<file path="config.mk">
export PLATFORM = sky130hd
export DESIGN_NAME = pipe_stage_skid_flat
export DESIGN_NICKNAME = d
export VERILOG_FILES = /design/src/rtl/pipe_stage_skid_if.sv /design/src/rtl/pipe_stage_skid.sv /design/src/flat_wrapper.sv
export SDC_FILE = /design/constraint.sdc
export NUM_CORES = 1
export LEC_CHECK = 0
export ABC_AREA = 1
export CORE_ASPECT_RATIO = 2
export CORE_MARGIN = 3
export CORE_UTILIZATION = 51
export DETAILED_ROUTE_END_ITERATION = 10
export PLACE_DENSITY = 0.85
export SLEW_MARGIN = 20
export SYNTH_ARGS = -nofsm -noshare
export SYNTH_HDL_FRONTEND = slang
export SYNTH_SLANG_ARGS = --single-unit
</file>
<file path="constraint.sdc">
create_clock -name clk -period 1.4 [get_ports clk]
set_input_delay 0.14 -clock clk [delete_from_list [all_inputs] [get_ports clk]]
set_output_delay 0.14 -clock clk [all_outputs]
set_load 0.02 [all_outputs]
</file>
<file path="src/rtl/pipe_stage_skid_if.sv">
// Handshake bundle for pipe_stage_skid: upstream accept side, downstream drain side, flush.
// Trace sidecar signals exist only when PIPE_TRACE_EN is defined.
interface pipe_stage_skid_if #(
  parameter int unsigned DATA_W = 32,
  parameter int unsigned PC_W   = 32
);
  logic              in_valid;
  logic              in_ready;
  logic [DATA_W-1:0] in_data;
  logic              flush;
  logic              out_valid;
  logic              out_ready;
  logic [DATA_W-1:0] out_data;
`ifdef PIPE_TRACE_EN
  logic [PC_W-1:0]   in_pc;
  logic [PC_W-1:0]   out_pc;
  logic              in_j_type;
  logic              out_j_type;
`endif

  // master: the environment around the stage (upstream producer + downstream consumer)
  modport master (
    output in_valid, in_data, flush, out_ready,
`ifdef PIPE_TRACE_EN
    output in_pc, in_j_type,
    input  out_pc, out_j_type,
`endif
    input  in_ready, out_valid, out_data
  );

  modport slave (
    input  in_valid, in_data, flush, out_ready,
`ifdef PIPE_TRACE_EN
    input  in_pc, in_j_type,
    output out_pc, out_j_type,
`endif
    output in_ready, out_valid, out_data
  );
endinterface

</file>
<file path="src/rtl/pipe_stage_skid.sv">
// Pipeline-stage register with valid/ready handshake, two-entry skid buffer and synchronous flush.
// Define PIPE_TRACE_EN to carry the PC / jump-flag trace sidecar alongside the payload.
module pipe_stage_skid #(
  parameter int unsigned DATA_W = 32,
  parameter int unsigned PC_W   = 32
) (
  input logic              clk,
  input logic              reset,
  pipe_stage_skid_if.slave bus
);

  // Trace fields are packed above the payload so both entries move as one word.
`ifdef PIPE_TRACE_EN
  localparam int unsigned ENT_W = DATA_W + PC_W + 1;
`else
  localparam int unsigned ENT_W = DATA_W;
`endif

  logic [ENT_W-1:0] in_ent;
  logic             m_valid_q, m_valid_d;
  logic             s_valid_q, s_valid_d;
  logic [ENT_W-1:0] m_ent_q, m_ent_d;
  logic [ENT_W-1:0] s_ent_q, s_ent_d;
  logic             m_load, s_load;
  logic             accept, drain;

`ifdef PIPE_TRACE_EN
  assign in_ent = {bus.in_j_type, bus.in_pc, bus.in_data};
`else
  assign in_ent = bus.in_data;
`endif

  assign accept = bus.in_valid && !s_valid_q;
  assign drain  = m_valid_q && bus.out_ready;

  always_comb begin
    m_valid_d = m_valid_q;
    s_valid_d = s_valid_q;
    m_ent_d   = m_ent_q;
    s_ent_d   = s_ent_q;
    m_load    = 1'b0;
    s_load    = 1'b0;
    if (bus.flush) begin
      // Only the valid bits clear; payload registers keep their contents.
      m_valid_d = 1'b0;
      s_valid_d = 1'b0;
    end else if (!m_valid_q || (drain && !s_valid_q)) begin
      m_valid_d = accept;
      if (accept) begin
        m_load  = 1'b1;
        m_ent_d = in_ent;
      end
    end else if (drain) begin
      m_load    = 1'b1;
      m_ent_d   = s_ent_q;
      s_valid_d = accept;
      if (accept) begin
        s_load  = 1'b1;
        s_ent_d = in_ent;
      end
    end else if (accept) begin
      s_load    = 1'b1;
      s_ent_d   = in_ent;
      s_valid_d = 1'b1;
    end
  end

  always_ff @(posedge clk or negedge reset) begin
    if (!reset) begin
      m_valid_q <= 1'b0;
      s_valid_q <= 1'b0;
      m_ent_q   <= '0;
      s_ent_q   <= '0;
    end else begin
      m_valid_q <= m_valid_d;
      s_valid_q <= s_valid_d;
      if (m_load) m_ent_q <= m_ent_d;
      if (s_load) s_ent_q <= s_ent_d;
    end
  end

  assign bus.in_ready  = !s_valid_q;
  assign bus.out_valid = m_valid_q;
  assign bus.out_data  = m_ent_q[DATA_W-1:0];
`ifdef PIPE_TRACE_EN
  assign bus.out_pc     = m_ent_q[DATA_W +: PC_W];
  assign bus.out_j_type = m_ent_q[ENT_W-1];
`endif

endmodule

</file>
<file path="src/flat_wrapper.sv">
// flat-port wrapper written by rule: the top's interface ports become plain ports
module pipe_stage_skid_flat 
#(
  parameter int unsigned DATA_W = 32,
  parameter int unsigned PC_W   = 32
)
  (clk, reset, bus_in_valid, bus_in_data, bus_flush, bus_out_ready, bus_in_ready, bus_out_valid, bus_out_data);
  pipe_stage_skid_if #(.DATA_W(DATA_W), .PC_W(PC_W)) bus_i ();
  input logic clk;
  input logic reset;
  input wire logic [$bits(bus_i.in_valid)-1:0] bus_in_valid;
  input wire logic [$bits(bus_i.in_data)-1:0] bus_in_data;
  input wire logic [$bits(bus_i.flush)-1:0] bus_flush;
  input wire logic [$bits(bus_i.out_ready)-1:0] bus_out_ready;
  output wire logic [$bits(bus_i.in_ready)-1:0] bus_in_ready;
  output wire logic [$bits(bus_i.out_valid)-1:0] bus_out_valid;
  output wire logic [$bits(bus_i.out_data)-1:0] bus_out_data;
  assign bus_i.in_valid = bus_in_valid;
  assign bus_i.in_data = bus_in_data;
  assign bus_i.flush = bus_flush;
  assign bus_i.out_ready = bus_out_ready;
  assign bus_in_ready = bus_i.in_ready;
  assign bus_out_valid = bus_i.out_valid;
  assign bus_out_data = bus_i.out_data;
  pipe_stage_skid #(.DATA_W(DATA_W), .PC_W(PC_W)) u_core (.clk(clk), .reset(reset), .bus(bus_i));
endmodule
</file>
==> metrics.md <==
| Metric | Value |
|---|---|
| RR Startpoint | `u_core.s_valid_q` |
| Final worst slack | `~0.037 ns` |
| Row count | `40` |
| Max Freq | `734 MHz` |
| Pint | `0.00468 W` |
| Port Buffers | `70` |
| Worst Reg2Reg Path Length in Cells | `8` |
| Clock Power Share | `0.382` |
| Peak VDD IR | `913 uV` |
| Total gr overflow | `0` |
| Tot GR Track Use | `0.248` |
| Initial drt markers | `142` |
| Part of the power in registers | `0.390` |
| R2r setup slk | `0.06 ns` |
| Chip height | `119 um` |
| Asr flop ratio synth | `1.00` |
| Combinational fraction of design power | `0.228` |
| Initial antenna violation count | `0` |
| First-pass GRT wire length | `14,300 um` |
| Mapped Cells | `400` |
| Clock Tree Buf Depth | `2` |
| Setup WS pre-CTS | `-0.126 ns` |
| CP required | `1.26 ns` |
| Largest net degree at the start of global routing | `33` |
| Gp weighted congestion | `0.895` |
| Share of layout cells above drive strength 1 | `0.158` |
| Post-Route Skew | `0.00521 ns` |
| Reg2Reg Capture Point | `u_core.bus.out_data[28]` |
| TNS Setup | `0 ns` |
| Sw Pwr | `between 0.0015 and 0.002 W` |
| Cell area after synthesis | `0.00327 mm2` |
| Total Routed Length | `approximately 8500 um` |
| Final worst path period share | `0.973` |
| Main flop type after synthesis | `dfrtp_1` |
| Routed Antenna Nets | `0` |
| Status | `finished clean` |
| Drt wl/cell | `15.1 um` |
| Top post-synthesis cells by area | `dfrtp_1 50%, nand2_1 18%, nand3_1 10%` |
| Max_cap viols | `0` |
| Final net count | `512` |
| Final setup fails | `0` |
| Setup CP Type | `reg -> out` |
| Count leader, synth | `nand2_1` |
| DR vias/cell | `5.23` |
| HP Class | `in -> async` |
| Layout area overhead | `36.5%` |
| Diode count | `0` |
| CP Max Fanout | `7` |
| Final hold vios | `0` |
| Clock period minus worst slack | `1.36 ns` |
| Post-synth cell types | `18` |
| Drt pass-1 iters | `4` |
| CTS tree | `done` |
| CP Capture Type | `output pin` |
| Core ar. | `0.00611 mm2` |
| Clk_lat worst skew | `approximately 0.34 ns` |
| Placed cell areas | `0.00415 mm2` |
| RSZ-0062 raised after global routing | `yes` |
| Worst-path clk slew | `~0.050 ns` |
| Yosys top cell by area | `dfrtp_1` |
| Switching Share | `0.292` |
| Initial Util | `0.536` |
| # H-tree levels | `3` |
| Arrival time of the worst setup path | `~1.2 ns` |
| Synth Register Bits | `66` |
| EDFF count, synth | `0` |
| Avg Cell Area, Syn | `around 8.2 um2` |
| Vias | `slightly below 3,000` |
| Filler cells | `476` |
| LEAKAGE | `2.47 nW` |
| CTS sink cnt | `66` |
| Core Util, Final | `0.732` |
| PwrDens | `1480 mW/mm2` |
| Rel. slew slack | `0.628` |
| Clock root buffer | `clkbuf_16` |
| Crit path from | `u_core.bus.out_valid` |
| YS warnings | `0` |
| Pins Over Slew Limit | `0` |
| Worst Max-Slew Pin Slew | `0.558 ns` |
| Io pins | `71` |
| Remaining DRCs | `0` |
| Vias in the first global route | `2,850` |
| Setup crit start kind | `register` |
| Top cell type's share of synthesized area | `0.504` |
| Final instance area | `0.00447 mm2` |
| Die area | `0.00748 mm2` |
| Die width | `62.7 um` |
| Seq/Total Area, Yosys | `0.504` |
| DP Wirelength | `6000 um` |
| Synth Net Count | `437` |
| Num CTS Buffers | `9` |
| Top cells by count, synth | `154 x nand2_1, 67 x nand3_1, 66 x dfrtp_1` |
| Setup crit end | `bus_out_valid` |
## registers in the layout (all words and copies together) (netlist names)
register              flops
u_core.bus.out_valid      1
u_core.bus.out_data      32
u_core.s_valid_q          1
u_core.s_ent_q           32
## how the worst min path moves through the flow
stage / cells past startpoint / slack, ns / endpoint / start
floorplan: 0 / -0.16 / u_core.bus.out_data[0] / reset
global placement: 1 / 0.15 / u_core.s_ent_q[28] / reset
detailed placement: 1 / 0.15 / u_core.s_ent_q[23] / reset
CTS: 2 / 0.33 / u_core.s_ent_q[15] / reset
global route: 2 / 0.37 / u_core.s_ent_q[15] / reset
finish: 2 / 0.34 / u_core.s_ent_q[23] / reset
## logic make-up (layout without fill, tap and decap cells)
family | count (synthesis) | in the layout | share of synthesized area
DFF | 66 | 66 | 0.504
AOI/OAI and AO/OA | 33 | 33 | 0.0776
and+or+nand+nor | 237 | 237 | 0.316
buffers and inverters | 64 | 144 | 0.102
## worst max-delay path: stages (launching register included)
cell	delay (ns)
dfrtp_1	0.41
buf_12	0.16
dlygate4sd2_1	0.32
## metal layers
metal / vias up / part of all wire / global-route usage
met5: - / 0 / 0
met4: 0 / 0.032 / 0.130
met3: 21 / 0.047 / 0.0594
met2: 99 / 0.55 / 0.437
met1: 1420 / 0.37 / 0.270
li1: 1410 / - / -
## layout make-up
type | count | area [um2] | share of cell area
Tap cell | 84 | 105 | 0.0235
Timing Repair Buffer | 90 | 931 | 0.208
Multi-Input combinational cell | 270 | 1300 | 0.291
Inverter | 38 | 143 | 0.0319
Sequential cell | 66 | 1650 | 0.369
Clock inverter | 4 | 72.6 | 0.0162
Clock buffer | 12 | 267 | 0.0596
## layout by cell type (no fill, tap or decap), types with 2 or more instances in the layout
cell type and instances:
clkbuf_8 3, dfrtp_1 66, buf_4 7, nand3_1 67
buf_12 9, nand2_4 2, clkdlybuf4s50_1 35, dlygate4sd2_1 33
bufinv_16 2, o21ai_1 9, o21ai_2 23, nand2_2 11
buf_6 3, clkbuf_16 9, inv_1 37, nand2_1 154
## stage by stage
| stage | power [W] | instances | hold WS, ns |
|---|---|---|---|
| after floorplan | 0.00348 | 400 | -0.156 |
| after global placement | 0.00416 | 547 | 0.149 |
| after detailed placement | 0.00422 | 547 | 0.155 |
| after CTS | 0.00665 | 564 | 0.329 |
| after global routing | 0.00693 | 564 | 0.367 |
| final | 0.00661 | 564 | 0.336 |
## power groups by stage
stage / clock network (W) / logic, W / registers (W)
6_report: 0.00253 / 0.00150 / 0.00258
5_1_grt: 0.00264 / 0.00166 / 0.00263
4_1_cts: 0.00256 / 0.00151 / 0.00257
3_5_place_dp: 0 / 0.00162 / 0.00260
3_3_place_gp: 0 / 0.00157 / 0.00259
2_1_floorplan: 0 / 0.000728 / 0.00276
## repair_timing
| item | CTS | global route |
|---|---|---|
| hold endpoints to repair | 19 | 0 |
| setup endpoints to repair | 34 | 29 |
| hold buffers | 1 | 0 |
| gates resized for setup | 34 | 5 |
| buffers inserted | 0 | 0 |
(Power assumes the default switching activity.)
